[src/rtl/iop_queue_pkg.sv]
// Shared core definitions for the decode-to-execute scheduling queue:
// default geometry, the status-flag marker bit and the entry record.
package iop_queue_pkg;

    localparam int unsigned DEPTH_DEF  = 4;
    localparam int unsigned IOP_W_DEF  = 32;
    localparam int unsigned INIT_W_DEF = 3;
    localparam int unsigned ARG_W_DEF  = 16;

    // Bit of a micro-op word marking that it writes the status flags
    localparam int unsigned SF_BIT = 21;

    typedef struct packed {
        logic [IOP_W_DEF-1:0]  iop;
        logic [INIT_W_DEF-1:0] init;
        logic [ARG_W_DEF-1:0]  arg;
    } iop_entry_t;

endpackage

[src/rtl/iop_queue_if.sv]
// Decoder push port, execute head port and status of the iop queue.
// master = decoder/execute side, slave = the queue itself.
interface iop_queue_if #(
    parameter int unsigned DEPTH  = iop_queue_pkg::DEPTH_DEF,
    parameter int unsigned IOP_W  = iop_queue_pkg::IOP_W_DEF,
    parameter int unsigned INIT_W = iop_queue_pkg::INIT_W_DEF,
    parameter int unsigned ARG_W  = iop_queue_pkg::ARG_W_DEF
);
    localparam int unsigned CNT_W = $clog2(DEPTH) + 1;

    logic              id_feed_req;
    logic [IOP_W-1:0]  id_iop;
    logic [INIT_W-1:0] id_iop_init;
    logic [ARG_W-1:0]  id_arg;
    logic              ex_feed_slot;
    logic              flush;
    logic              ex_valid;
    logic [IOP_W-1:0]  ex_iop;
    logic [INIT_W-1:0] ex_iop_init;
    logic [ARG_W-1:0]  ex_arg;
    logic              ex_ack;
    logic              q_sf_busy;
    logic [CNT_W-1:0]  q_count;

    modport master (
        output id_feed_req, id_iop, id_iop_init, id_arg, flush, ex_ack,
        input  ex_feed_slot, ex_valid, ex_iop, ex_iop_init, ex_arg,
               q_sf_busy, q_count
    );

    modport slave (
        input  id_feed_req, id_iop, id_iop_init, id_arg, flush, ex_ack,
        output ex_feed_slot, ex_valid, ex_iop, ex_iop_init, ex_arg,
               q_sf_busy, q_count
    );

endinterface

[src/rtl/iop_queue.sv]
// Circular-buffer queue of decoded micro-op bundles between decode and
// execute, with PC-redirect flush and a status-flag-writer busy indication.
module iop_queue #(
    parameter int unsigned DEPTH  = iop_queue_pkg::DEPTH_DEF,
    parameter int unsigned IOP_W  = iop_queue_pkg::IOP_W_DEF,
    parameter int unsigned INIT_W = iop_queue_pkg::INIT_W_DEF,
    parameter int unsigned ARG_W  = iop_queue_pkg::ARG_W_DEF,
    parameter int unsigned SF_BIT = iop_queue_pkg::SF_BIT
) (
    input  logic        clk,
    input  logic        a_rst,
    iop_queue_if.slave  q
);
    localparam int unsigned PTR_W = $clog2(DEPTH);
    localparam int unsigned CNT_W = PTR_W + 1;

    typedef struct packed {
        logic [IOP_W-1:0]  iop;
        logic [INIT_W-1:0] init;
        logic [ARG_W-1:0]  arg;
    } entry_t;

    entry_t           r_mem [DEPTH];
    logic [PTR_W-1:0] r_wr_ptr;
    logic [PTR_W-1:0] r_rd_ptr;
    logic [CNT_W-1:0] r_count;
    logic [DEPTH-1:0] r_mask;

    logic w_full;
    logic w_empty;
    logic w_push;
    logic w_pop;
    logic w_sf_busy;

    // Slot grant depends only on registered occupancy and flush, never on ex_ack
    assign w_full  = (r_count == CNT_W'(DEPTH));
    assign w_empty = (r_count == CNT_W'(0));
    assign w_push  = q.id_feed_req & q.ex_feed_slot;
    assign w_pop   = q.ex_valid & q.ex_ack;

    assign q.ex_feed_slot = ~w_full & ~q.flush;
    assign q.ex_valid     = ~w_empty;
    assign q.ex_iop       = r_mem[r_rd_ptr].iop;
    assign q.ex_iop_init  = r_mem[r_rd_ptr].init;
    assign q.ex_arg       = r_mem[r_rd_ptr].arg;
    assign q.q_count      = r_count;
    assign q.q_sf_busy    = w_sf_busy;

    always_ff @(posedge clk or negedge a_rst) begin
        if (!a_rst) begin
            r_wr_ptr <= '0;
            r_rd_ptr <= '0;
            r_count  <= '0;
        end else if (q.flush) begin
            r_wr_ptr <= '0;
            r_rd_ptr <= '0;
            r_count  <= '0;
        end else begin
            if (w_push) r_wr_ptr <= r_wr_ptr + PTR_W'(1);
            if (w_pop)  r_rd_ptr <= r_rd_ptr + PTR_W'(1);
            case ({w_push, w_pop})
                2'b10:   r_count <= r_count + CNT_W'(1);
                2'b01:   r_count <= r_count - CNT_W'(1);
                default: r_count <= r_count;
            endcase
        end
    end

    // Entry data survives a flush; only the pointers and mask are cleared
    always_ff @(posedge clk or negedge a_rst) begin
        if (!a_rst) begin
            for (int i = 0; i < int'(DEPTH); i++) r_mem[i] <= '0;
        end else if (w_push) begin
            r_mem[r_wr_ptr] <= '{iop: q.id_iop, init: q.id_iop_init, arg: q.id_arg};
        end
    end

    // Push and pop never hit the same slot: full blocks push, empty blocks pop
    always_ff @(posedge clk or negedge a_rst) begin
        if (!a_rst) begin
            r_mask <= '0;
        end else if (q.flush) begin
            r_mask <= '0;
        end else begin
            if (w_push) r_mask[r_wr_ptr] <= 1'b1;
            if (w_pop)  r_mask[r_rd_ptr] <= 1'b0;
        end
    end

    always_comb begin
        w_sf_busy = 1'b0;
        for (int i = 0; i < int'(DEPTH); i++) begin
            w_sf_busy = w_sf_busy | (r_mask[i] & r_mem[i].iop[SF_BIT]);
        end
    end

endmodule

[src/flat_wrapper.sv]
// flat-port wrapper written by rule: the top's interface ports become plain ports
module iop_queue_flat 
#(
    parameter int unsigned DEPTH  = iop_queue_pkg::DEPTH_DEF,
    parameter int unsigned IOP_W  = iop_queue_pkg::IOP_W_DEF,
    parameter int unsigned INIT_W = iop_queue_pkg::INIT_W_DEF,
    parameter int unsigned ARG_W  = iop_queue_pkg::ARG_W_DEF,
    parameter int unsigned SF_BIT = iop_queue_pkg::SF_BIT
)
  (clk, a_rst, q_id_feed_req, q_id_iop, q_id_iop_init, q_id_arg, q_flush, q_ex_ack, q_ex_feed_slot, q_ex_valid, q_ex_iop, q_ex_iop_init, q_ex_arg, q_q_sf_busy, q_q_count);
  iop_queue_if #(.DEPTH(DEPTH), .IOP_W(IOP_W), .INIT_W(INIT_W), .ARG_W(ARG_W)) q_i ();
  input  logic clk;
  input  logic a_rst;
  input wire logic [$bits(q_i.id_feed_req)-1:0] q_id_feed_req;
  input wire logic [$bits(q_i.id_iop)-1:0] q_id_iop;
  input wire logic [$bits(q_i.id_iop_init)-1:0] q_id_iop_init;
  input wire logic [$bits(q_i.id_arg)-1:0] q_id_arg;
  input wire logic [$bits(q_i.flush)-1:0] q_flush;
  input wire logic [$bits(q_i.ex_ack)-1:0] q_ex_ack;
  output wire logic [$bits(q_i.ex_feed_slot)-1:0] q_ex_feed_slot;
  output wire logic [$bits(q_i.ex_valid)-1:0] q_ex_valid;
  output wire logic [$bits(q_i.ex_iop)-1:0] q_ex_iop;
  output wire logic [$bits(q_i.ex_iop_init)-1:0] q_ex_iop_init;
  output wire logic [$bits(q_i.ex_arg)-1:0] q_ex_arg;
  output wire logic [$bits(q_i.q_sf_busy)-1:0] q_q_sf_busy;
  output wire logic [$bits(q_i.q_count)-1:0] q_q_count;
  assign q_i.id_feed_req = q_id_feed_req;
  assign q_i.id_iop = q_id_iop;
  assign q_i.id_iop_init = q_id_iop_init;
  assign q_i.id_arg = q_id_arg;
  assign q_i.flush = q_flush;
  assign q_i.ex_ack = q_ex_ack;
  assign q_ex_feed_slot = q_i.ex_feed_slot;
  assign q_ex_valid = q_i.ex_valid;
  assign q_ex_iop = q_i.ex_iop;
  assign q_ex_iop_init = q_i.ex_iop_init;
  assign q_ex_arg = q_i.ex_arg;
  assign q_q_sf_busy = q_i.q_sf_busy;
  assign q_q_count = q_i.q_count;
  iop_queue #(.DEPTH(DEPTH), .IOP_W(IOP_W), .INIT_W(INIT_W), .ARG_W(ARG_W), .SF_BIT(SF_BIT)) u_core (.clk(clk), .a_rst(a_rst), .q(q_i));
endmodule
[config.mk]
export PLATFORM = sky130hd
export DESIGN_NAME = iop_queue_flat
export DESIGN_NICKNAME = d
export VERILOG_FILES = /design/src/rtl/iop_queue_pkg.sv /design/src/rtl/iop_queue_if.sv /design/src/rtl/iop_queue.sv /design/src/flat_wrapper.sv
export SDC_FILE = /design/constraint.sdc
export NUM_CORES = 1
export LEC_CHECK = 0
export CORE_UTILIZATION = 55
export CTS_BUF_LIST = sky130_fd_sc_hd__clkbuf_16
export CTS_CLUSTER_DIAMETER = 80
export DETAILED_ROUTE_END_ITERATION = 7
export GPL_ROUTABILITY_DRIVEN = 0
export PLACE_DENSITY = 0.78
export SYNTH_ARGS = -nofsm -noshare
export SYNTH_HDL_FRONTEND = slang
export SYNTH_SLANG_ARGS = --single-unit
[constraint.sdc]
create_clock -name clk -period 6.05 [get_ports clk]
set_input_delay 0.605 -clock clk [delete_from_list [all_inputs] [get_ports clk]]
set_output_delay 0.605 -clock clk [all_outputs]
set_load 0.01 [all_outputs]
==> results.md <==
- Outcome: finished, final reports clean
- Detailed Route Iter0 Violations: 185
- Slowest stage cell, crit path: dfrtp_4
- Clock latency at the later pin of the worst-skew pair: just over 0.5 ns
- P per Cell Area: roughly 420 nW/um^2
- CTS tree: built
- # diodes: 0
- Horiz. Die Dim: roughly 140 um
- Grt ovf: 0
- Tmin final: about 3.6 ns
- Slew Viols, Final: 0
- Met1 WL: 8550 um
- Vias in the first global route: 5958
- Met2 wire len: between 10000 and 15000 um
- Antenna violations before repair: 0
- CP Cell Sequence: buf_4 -> mux4_2 -> clkdlybuf4s50_1
- Largest net degree at the start of global routing: 109
- # rows: 49
- Least-Margin Pin Slew: between 1 and 1.5 ns
- Flop-to-flop setup slack: between 3 and 4 ns
- Worst EP required: 5.44 ns
- Hold Crit Class: in2async
- CORE AREA: 18000 um^2
- Post_cts resized: 0
- Setup violations, final: 0
- Maximum clock rate: between 200 and 300 MHz
- TritonCTS Buffers: 23
- Total number of vias: between 5000 and 6000
- H-tree Lvls: 1
- Dpl hpwl: around 12000 um
- Nets@finish: about 750
- Initial core utilization: about 56%
- Crit path DAT: slightly above 3 ns
- Port bufs: ~110
- Syn Nets: approximately 640
- LEAKAGE: 5.35 nW
- Drt via density: between 5 and 6
- # hold bufs at CTS: 0
- Remaining DRCs: 0
- Register area share after synthesis: 53.3%
- Placed cell area: around 11000 um^2
- Maximum vdd ir drop: 256 uV
- Max Used Layer: met4
- Setup tns final: 0 ns
- Post-route cell area: about 12000 um^2
- Root buffer cell: clkbuf_16
- Area growth from synthesis to layout: 17.8%
- Fin cells: slightly above 900
- Total setup buffers inserted after CTS: 0
- Setup CP Type: reg2out
- # clock sinks: about 220
- Total Die Area: between 15000 and 20000 um^2
- Post-Route WL: ~20000 um
- Post-synthesis cell area: a little over 10000 um^2
- Synthesis-stage register bit count: 215
- First-pass GRT wire length: approximately 32000 um
- Layout cells sized above 1: between 30% and 40%
- Final cycle utilization of the critical path: approximately three fifths
- Max-cap violation count: 0
- CP Max Fanout: 34
- Detail Route met3 WL: 849 um
- Syn Area/Cell: ~18 um^2
- CP peak stage delay: roughly 0.88 ns
- Slew HR: 30.1%
- Buffer levels on the longest clock path: 3
- Placed Cells incl. Taps: 884
- Fillcell total: 1212
- Synth cell types: 40
- First drt pass iteration count: 4
- Die height: roughly 140 um
- Final hold vios: 0
- Worst setup SP type: register
- Cells after Synth: about 580
- Clock slew at reported path FFs: around 0.060 ns
- GR Util All Layers: a little over a fifth
- Clock skew: roughly 0.012 ns
- WL per Instance: about 21 um
- Yosys warns: 0
- Setup crit end kind: output pin
- Antenna Nets Post-Route: 0
- RSZ-0062 raised after global routing: false
- I/O pin cnt: between 100 and 150
[Yosys cell counts, drive strengths merged]
master	count	share of area, %
clkbuf	11	0.51
a22oi	2	0.15
fa	1	0.20
nand3b	2	0.15
mux2	206	26
a2111oi	1	0.087
o2111ai	1	0.087
o31a	1	0.087
nor3b	1	0.074
a21oi	3	0.15
mux2i	1	0.099
a21o	1	0.087
nand2b	1	0.062
nor3	2	0.099
nand2	4	0.15
o21ba	1	0.099
nor2	4	0.15
o21ai	1	0.050
or3b	1	0.087
a211o	1	0.099
buf	27	3.4
dfrtp	215	53
ha	8	0.99
and2	1	0.062
nand3	7	0.84
a311oi	1	0.087
inv	10	0.37
mux4	51	11
o211ai	1	0.074
nor2b	2	0.12
xnor2	2	0.17
o32ai	1	0.087
a221oi	4	0.35
[cells in the final DEF, fill, tap and decap left out, types with 2 or more instances in the layout]
cell | synthesis | final
mux4_2 | 51 | 51
nand3_4 | 4 | 4
bufinv_16 | 0 | 3
mux2_1 | 34 | 34
nand3b_1 | 2 | 2
nand2_1 | 4 | 4
dfrtp_1 | 215 | 213
mux2_2 | 84 | 84
clkbuf_16 | 0 | 23
clkdlybuf4s50_1 | 0 | 111
nor3_1 | 2 | 2
a22oi_1 | 2 | 2
nand3_1 | 3 | 3
nor2_1 | 4 | 4
mux2_4 | 88 | 88
ha_1 | 8 | 8
inv_1 | 10 | 17
xnor2_1 | 2 | 2
buf_4 | 0 | 5
a221oi_1 | 4 | 4
a21oi_1 | 3 | 3
clkinv_2 | 0 | 5
nor2b_1 | 2 | 2
[power by group]
part / switching [mW] / total, mW / internal, mW
combinational: 0.436 / 1.41 / 0.974
sequential: 0.298 / 2.23 / 1.93
clock: 0.563 / 1.38 / 0.821
total: 1.30 / 5.02 / 3.73
[sequential cells by signal, indices dropped and copies added (netlist names)]
register / count
u_core.r_mask: 4
u_core.q.q_count: 3
u_core.r_mem: 204
u_core.r_wr_ptr: 2
u_core.r_rd_ptr: 2
[cell type report]
cell class	instances	area, um^2	area share (%)
sequential	215	5390	45.3
multi-input combinational	313	4280	36.0
timing repair buffer	117	1160	9.77
clock buffer	23	576	4.84
inverter	10	37.5	0.316
clock inverter	19	170	1.43
tap	229	287	2.41
[cell families after synthesis]
group	count (synthesis)	synth area share, %
multiplexers	258	37.7
buffers and inverters	48	4.33
AND/OR/NAND/NOR	25	1.80
adder cells (fa/ha/maj)	9	1.19
XOR/XNOR	2	0.174
AO/OA/AOI/OAI	19	1.49
flip-flops	215	53.3
[critical path, delay by kind of cell, from the launching register on]
| family | cells | cell delay [ns] |
|---|---|---|
| buf+inv | 2 | 1.07 |
| flops | 1 | 0.88 |
| mux | 1 | 0.57 |
[per-layer routing]
| layer | GRT usage [%] | vias up |
|---|---|---|
| met1 | 28.9 | 2854 |
| li1 | - | 2352 |
| met3 | 3.83 | 22 |
| met2 | 37.7 | 101 |
| met4 | 5.37 | 0 |
| met5 | 0 | - |
[path summary, 6_finish.rpt]
check                                    startpoint                 to  cells after the start
worst max-delay path             u_core.r_rd_ptr[0]       q_ex_iop[31]                      3
worst min-delay path                          a_rst  u_core.r_mem[197]                      1
worst max register to register  u_core.q.q_count[0]   u_core.r_mem[19]                      4
worst min register to register    u_core.r_mem[166]  u_core.r_mem[166]                      1
max in group asynchronous                     a_rst  u_core.r_mem[105]                      2
min in group clk                  u_core.r_mem[166]  u_core.r_mem[166]                      1
[through the flow]
step | power [mW] | hold WS, ns | utilization, % | setup slack [ns]
floorplan | 3.10 | 0.309 | - | 3.79
global placement | 3.57 | 0.468 | 62.1 | 2.30
detailed placement | 3.67 | 0.480 | 62.1 | 2.15
CTS | 5.08 | 0.239 | 66.2 | 2.31
global route | 5.27 | 0.265 | 66.2 | 2.22
finish | 5.02 | 0.191 | 66.2 | 2.41
No activity file was read; power rests on OpenSTA's default activity.
